`config.mk`:
```
export PLATFORM = sky130hd
export DESIGN_NAME = sw_seq_fsm_flat
export DESIGN_NICKNAME = d
export VERILOG_FILES = /design/src/rtl/sw_seq_if.sv /design/src/rtl/sw_seq_fsm.sv /design/src/flat_wrapper.sv
export SDC_FILE = /design/constraint.sdc
export NUM_CORES = 1
export LEC_CHECK = 0
export BUFFER_PORTS_ARGS = -buffer_cell sky130_fd_sc_hd__buf_4
export CAP_MARGIN = 20
export CORE_AREA = 5 5 42 44
export DETAILED_ROUTE_END_ITERATION = 6
export DIE_AREA = 0 0 47 49
export PLACE_DENSITY = 0.73
export REMOVE_ABC_BUFFERS = 1
export SKIP_LAST_GASP = 1
export SYNTH_ARGS = -nofsm -noshare
export SYNTH_HDL_FRONTEND = slang
export SYNTH_SLANG_ARGS = --single-unit
```
`constraint.sdc`:
```
create_clock -name clk -period 3.2 [get_ports clk]
set_clock_uncertainty 0.1 [all_clocks]
set_input_delay 0.48 -clock clk [delete_from_list [all_inputs] [get_ports clk]]
set_output_delay 0.48 -clock clk [all_outputs]
set_load 0.01 [all_outputs]
```
`src/rtl/sw_seq_if.sv`:
```
// Switch/LED bundle between the board I/O side (master) and the sequencer (slave).
interface sw_seq_if #(
    parameter int SW_W = 3
);
    logic [SW_W-1:0] sw;
    logic [SW_W-1:0] led;
    logic            step;
    logic            err;
    logic            tmo;

    modport master (output sw, input led, step, err, tmo);
    modport slave  (input sw, output led, step, err, tmo);
endinterface

```
`src/rtl/sw_seq_fsm.sv`:
```
// Switch-driven sequencer: IDLE plus ordered stages advanced by specific codes, with
// input stability qualification, press re-arm, wrong-code error and optional timeout.
module sw_seq_fsm #(
    parameter int SW_W        = 3,
    parameter int N_STATES    = 6,
    parameter int JUMP_STATE  = 3,
    parameter int STABLE_CYC  = 1,
    parameter int TIMEOUT_CYC = 0
) (
    input  logic     clk,
    input  logic     reset,
    sw_seq_if.slave  bus
);
    localparam int SB = (N_STATES > 1) ? $clog2(N_STATES) : 1;
    localparam int CB = $clog2(STABLE_CYC + 1);
    localparam int TB = (TIMEOUT_CYC > 1) ? $clog2(TIMEOUT_CYC) : 1;

    typedef enum logic [SB-1:0] { S_IDLE = '0 } state_t;

    localparam state_t          S_LAST = state_t'(N_STATES - 1);
    localparam state_t          S_JUMP = state_t'(JUMP_STATE);
    localparam logic [SW_W-1:0] C_EXIT = SW_W'(N_STATES);
    localparam logic [SW_W-1:0] C_JUMP = '1;
    localparam logic [CB-1:0]   S_MAX  = CB'(STABLE_CYC);
    localparam logic [TB-1:0]   T_LAST = TB'((TIMEOUT_CYC > 0) ? TIMEOUT_CYC - 1 : 0);
    localparam bit              TMO_EN = (TIMEOUT_CYC > 0);

    logic [SW_W-1:0] sw_q, sw_prev;
    logic [CB-1:0]   stab, stab_n;
    logic            armed, armed_n;
    logic            accept;
    state_t          state, state_n, target;
    logic            valid, fire;
    logic            step_q, err_q, tmo_q;
    logic            step_n, err_n, tmo_n;
    logic [TB-1:0]   tcnt, tcnt_n;

    // Stability qualification and re-arm: one acceptance per press, at the cycle the
    // run length of the registered code first reaches STABLE_CYC.
    always_comb begin
        stab_n  = stab;
        armed_n = armed;
        if (sw_q == '0)
            stab_n = '0;
        else if (sw_q != sw_prev)
            stab_n = CB'(1);
        else if (stab != S_MAX)
            stab_n = stab + CB'(1);

        accept = armed && (sw_q != '0) && (stab_n == S_MAX);

        if (sw_q == '0)
            armed_n = 1'b1;
        else if (accept)
            armed_n = 1'b0;
    end

    // Next state, pulses and inactivity counter. A coincident accept discards the timeout.
    always_comb begin
        state_n = state;
        step_n  = 1'b0;
        err_n   = 1'b0;
        tmo_n   = 1'b0;
        tcnt_n  = tcnt;
        target  = state;
        valid   = 1'b0;

        if (state != S_LAST && sw_q == SW_W'(state) + SW_W'(1)) begin
            valid  = 1'b1;
            target = state_t'(state + SB'(1));
        end else if (state == S_LAST && sw_q == C_EXIT) begin
            valid  = 1'b1;
            target = S_IDLE;
        end else if (state == S_IDLE && sw_q == C_JUMP) begin
            valid  = 1'b1;
            target = S_JUMP;
        end

        fire = TMO_EN && (state != S_IDLE) && (tcnt == T_LAST);

        if (accept && valid) begin
            state_n = target;
            step_n  = 1'b1;
            tcnt_n  = '0;
        end else begin
            err_n = accept;
            if (state == S_IDLE || !TMO_EN) begin
                tcnt_n = '0;
            end else if (fire) begin
                tcnt_n = '0;
                if (!accept) begin
                    state_n = S_IDLE;
                    tmo_n   = 1'b1;
                end
            end else begin
                tcnt_n = tcnt + TB'(1);
            end
        end
    end

    always_ff @(posedge clk) begin
        if (reset) begin
            sw_q    <= '0;
            sw_prev <= '0;
            stab    <= '0;
            armed   <= 1'b1;
            state   <= S_IDLE;
            tcnt    <= '0;
            step_q  <= 1'b0;
            err_q   <= 1'b0;
            tmo_q   <= 1'b0;
        end else begin
            sw_prev <= sw_q;
            sw_q    <= bus.sw;
            stab    <= stab_n;
            armed   <= armed_n;
            state   <= state_n;
            tcnt    <= tcnt_n;
            step_q  <= step_n;
            err_q   <= err_n;
            tmo_q   <= tmo_n;
        end
    end

    assign bus.led  = SW_W'(state);
    assign bus.step = step_q;
    assign bus.err  = err_q;
    assign bus.tmo  = tmo_q;

endmodule
```
`src/flat_wrapper.sv`:
```
// flat-port wrapper written by rule: the top's interface ports become plain ports
module sw_seq_fsm_flat 
#(
    parameter int SW_W        = 3,
    parameter int N_STATES    = 6,
    parameter int JUMP_STATE  = 3,
    parameter int STABLE_CYC  = 1,
    parameter int TIMEOUT_CYC = 0
)
  (clk, reset, bus_sw, bus_led, bus_step, bus_err, bus_tmo);
  sw_seq_if #(.SW_W(SW_W)) bus_i ();
  input  logic clk;
  input  logic reset;
  input wire logic [$bits(bus_i.sw)-1:0] bus_sw;
  output wire logic [$bits(bus_i.led)-1:0] bus_led;
  output wire logic [$bits(bus_i.step)-1:0] bus_step;
  output wire logic [$bits(bus_i.err)-1:0] bus_err;
  output wire logic [$bits(bus_i.tmo)-1:0] bus_tmo;
  assign bus_i.sw = bus_sw;
  assign bus_led = bus_i.led;
  assign bus_step = bus_i.step;
  assign bus_err = bus_i.err;
  assign bus_tmo = bus_i.tmo;
  sw_seq_fsm #(.SW_W(SW_W), .N_STATES(N_STATES), .JUMP_STATE(JUMP_STATE), .STABLE_CYC(STABLE_CYC), .TIMEOUT_CYC(TIMEOUT_CYC)) u_core (.clk(clk), .reset(reset), .bus(bus_i));
endmodule
```
Yosys cells after proc, flatten, opt, wreduce, memory -nomap -nowiden. Cells that the tools add are included.

Multiplexer cells: 10. Add/subtract/negate cells: 2. Equality and inequality tests: 6. Reductions and logical operators: 13.

Operators with widths (count): == test 3 bit (second input constant) (3); 2-to-1 mux 3 bit (3); 2-to-1 mux 1 bit (7); logical AND 1 bit (6); zero test 3 bit (2); nonzero test 3 bit (2); OR reduction 2 bit (2); adder 3 x 1 -> 3 bit (second input constant) (1); == test 3 bit (1); inequality test 3 bit (1); inequality test 3 bit (second input constant) (1); AND reduction 2 bit (1); adder 1 bit (second input constant) (1).

Word-level logic and storage cells: 38. Input bits: 5. Register bits: 13.

Logic depth before layout (Yosys ltp).
Depth after elaboration: 7. Mapped depth: 6. Depth with buffers taken out: 6.

Worst setup path before layout. No wires, ideal clock.

Kind: register to register. From: register u_core.state[0] (netlist: u_core.bus.led[0]). To: register u_core.state[0] (netlist: u_core.bus.led[0]). Path slack: 1.306 ns. Period minus slack after synthesis: 1.894 ns. Data arrival time: 1.715 ns. Cell stages (with the launch flop): 7. Required time: 3.021 ns. Buffers on the path: 0. Cell sequence: dfxtp_1 inv_1 ha_1 xnor2_1 nand4_4 a21o_1 a211oi_2.

Longest elaborated chain between the ends: 7. Elaborated cells on any way between the ends: 16. Those cells by class: 1 x add/sub; 3 x eq/ne; 5 x mux; 7 x reduce/logical.

Ends and longest elaborated chain: start, declared (line sw_seq_fsm.sv:32) `state_t state, state_n, target;`; start signal, assigned (line sw_seq_fsm.sv:117) `state <= state_n;`; parallel branches: the longest is 7 deep, another holds adder 3 x 1 -> 3 bit.

Several ways; the timed one is not identified. A chain may end at the register's enable or synchronous reset.

Final worst setup path. Ends and elaborated chain as after synthesis.

==> impl_metrics.json <==
{
  "status": "finished, final reports clean",
  "period_share": 0.620,
  "min_path_type": "primary input to register",
  "synth-seq-cells": 9,
  "syn2layout_area_growth_pct": 17.9,
  "p_per_area_nw_per_um2": 404,
  "fmax_ghz": 0.504,
  "cts_buffers": 3,
  "ctsHoldBuffers": 0,
  "instances_no_fill": 78,
  "worstSetupStartpoint": "u_core.bus.led[0]",
  "dp_cells": 74,
  "grt_first_pass_wirelength_mm": 1.58,
  "die_height_um": 49,
  "yosysMostFrequentCell": "dfxtp_1",
  "finalHoldViolCount": 0,
  "avgSynthCellArea_um2": 10.4,
  "synth_simple_gate_area_share": 0.242,
  "fin_crit_ns": 1.98,
  "drc": 0,
  "grt-ovfl-total": 0,
  "cts_setup_buffers": 0,
  "slew_viol_final": 0,
  "whs_ns": 0.333,
  "critPathLaunchType": "register",
  "path_clk_slew_ns": 0.06,
  "synth_area_um2": 532,
  "synthDominantCellAreaShare": 0.339,
  "grt_max_degree": 11,
  "die_area_um2": 2300,
  "final_util": 0.447,
  "die_width_um": 47,
  "peakVddDrop_mv": 0.204,
  "hpwl_um": 707,
  "async_flop_share": 0,
  "num_antenna_cells": 0,
  "nets": 71,
  "ys_top_cells_by_count": "dfxtp_1, inv_1, ha_1, nand2b_1, nor2b_1",
  "endpoint_kind": "register",
  "cts_tree": "yes",
  "cts_sinks": 9,
  "clockBufferDepth": 2,
  "r2r-start": "u_core.bus.led[0]",
  "fin_ws_ns": 1.22,
  "synth_area_leaders": "dfxtp_1, ha_1, a211oi_2, xnor3_2, nand4_4",
  "min_from": "bus_sw[1]",
  "syn-instance-count": 51,
  "start_util": 0.379,
  "drtIter0Drc": 10,
  "cp.required_ns": 3.28,
  "synthMuxAreaShare": 0.0188,
  "gp_congestion": 0.814,
  "synth_cell_types": 30,
  "worstPathArrival_ns": 2.07,
  "rsz0062_at_grt": "false",
  "track_usage": 0.0977,
  "routed_via_density": 5.01,
  "cts_max_level": 1,
  "synthAdderAreaFrac": 0.0706,
  "totalNegativeSetupSlack_ns": 0,
  "cts_resized": 0,
  "coreArea_um2": 1400,
  "path_class": "register to register",
  "synth_edf_count": 0,
  "design.portCount": 11,
  "synthFlopType": "dfxtp_1",
  "root_buffer": "clkbuf_4",
  "p_leak_nw": 0.262,
  "layout-drive-gt1-share": 0.323,
  "grt_pass1_vias": 374,
  "yosysWarnings": 0,
  "crit_fanout": 6,
  "antenna_found_initial": 0,
  "synth_compound_area_frac": 0.167,
  "port-buffer-count": 9,
  "rows": 14,
  "yosysSeqAreaShare": 0.339,
  "dpl_worst_slack_ns": 1.22,
  "drt-pass1-iter-count": 2,
  "drt-total-wl_um": 916,
  "synth_top_family_by_area": "simple AND/OR/NAND/NOR gates",
  "synth_xor_area_frac": 0.0918,
  "antenna_left": 0,
  "setup_viol": 0,
  "vias": 391,
  "post_drt_wl_per_cell_um": 11.7,
  "clock_latency_ns": 0.26,
  "yosysTopAreaCell": "dfxtp_1",
  "drv_cap": 0
}
==> cells in the final DEF, fill, tap and decap left out, types with 2 or more instances in the layout <==
master	Yosys	final
buf_4	1	9
dfxtp_1	9	9
inv_1	4	4
nand2b_1	3	3
nor2b_1	3	3
ha_1	3	3
clkbuf_4	0	3
and3b_1	2	2
a21oi_1	2	2
nand3_1	2	2
a211oi_2	2	2
==> per-stage QoR <==
stage | total power [mW] | instance area (µm²)
finish | 0.253 | 627
global route | 0.275 | 627
CTS | 0.258 | 627
detailed placement | 0.169 | 601
global placement | 0.167 | 601
floorplan | 0.154 | 513
==> final cells by class <==
class / count / area, µm²
Inverter: 4 / 15.0
Clock buffer: 4 / 26.3
Timing Repair Buffer: 9 / 67.6
Tap cell: 16 / 20.0
Multi-Input combinational cell: 36 / 318
Fill cell: 142 / 774
Sequential cell: 9 / 180
==> registers in the layout, summed over array words and instances, names as in the netlist <==
signal           flops
u_core.bus.err       1
u_core.armed         1
u_core.sw_q          3
u_core.bus.step      1
u_core.bus.led       3
==> path summary, 6_finish.rpt <==
path	end	slack, ns	cells after the start
max	u_core.bus.led[0]	1.22	6
min	u_core.sw_q[1]	0.33	2
max reg2reg	u_core.bus.led[0]	1.22	6
min reg2reg	u_core.bus.led[1]	0.43	2
==> metal layers <==
| layer | routed length [µm] | up-vias | track usage |
|---|---|---|---|
| met5 | 0 | - | 0 |
| met4 | 5 | 0 | 0.0691 |
| met3 | 59 | 2 | 0.0332 |
| met2 | 447 | 10 | 0.143 |
| met1 | 404 | 180 | 0.114 |
| li1 | - | 199 | - |
==> kinds of logic after synthesis <==
kind of cell | count (synthesis)
other | 1
multiplexers | 1
AND/OR/NAND/NOR | 18
flip-flops | 9
AO/OA/AOI/OAI | 10
adder cells (fa/ha/maj) | 3
XOR/XNOR | 3
buffers and inverters | 6
==> where the power goes <==
group	total [mW]	switching, mW	internal [mW]
clock	0.0871	0.0391	0.0480
sequential	0.124	0.00604	0.118
combinational	0.0421	0.0205	0.0216
total	0.253	0.0656	0.187
==> worst max-delay path, stage by stage (launching register included) <==
cell	delay [ns]
dfxtp_1	0.45
inv_1	0.13
ha_1	0.34
xnor2_1	0.30
nand4_4	0.19
a21o_1	0.21
a211oi_2	0.19
No activity file was read; power rests on OpenSTA's default activity.
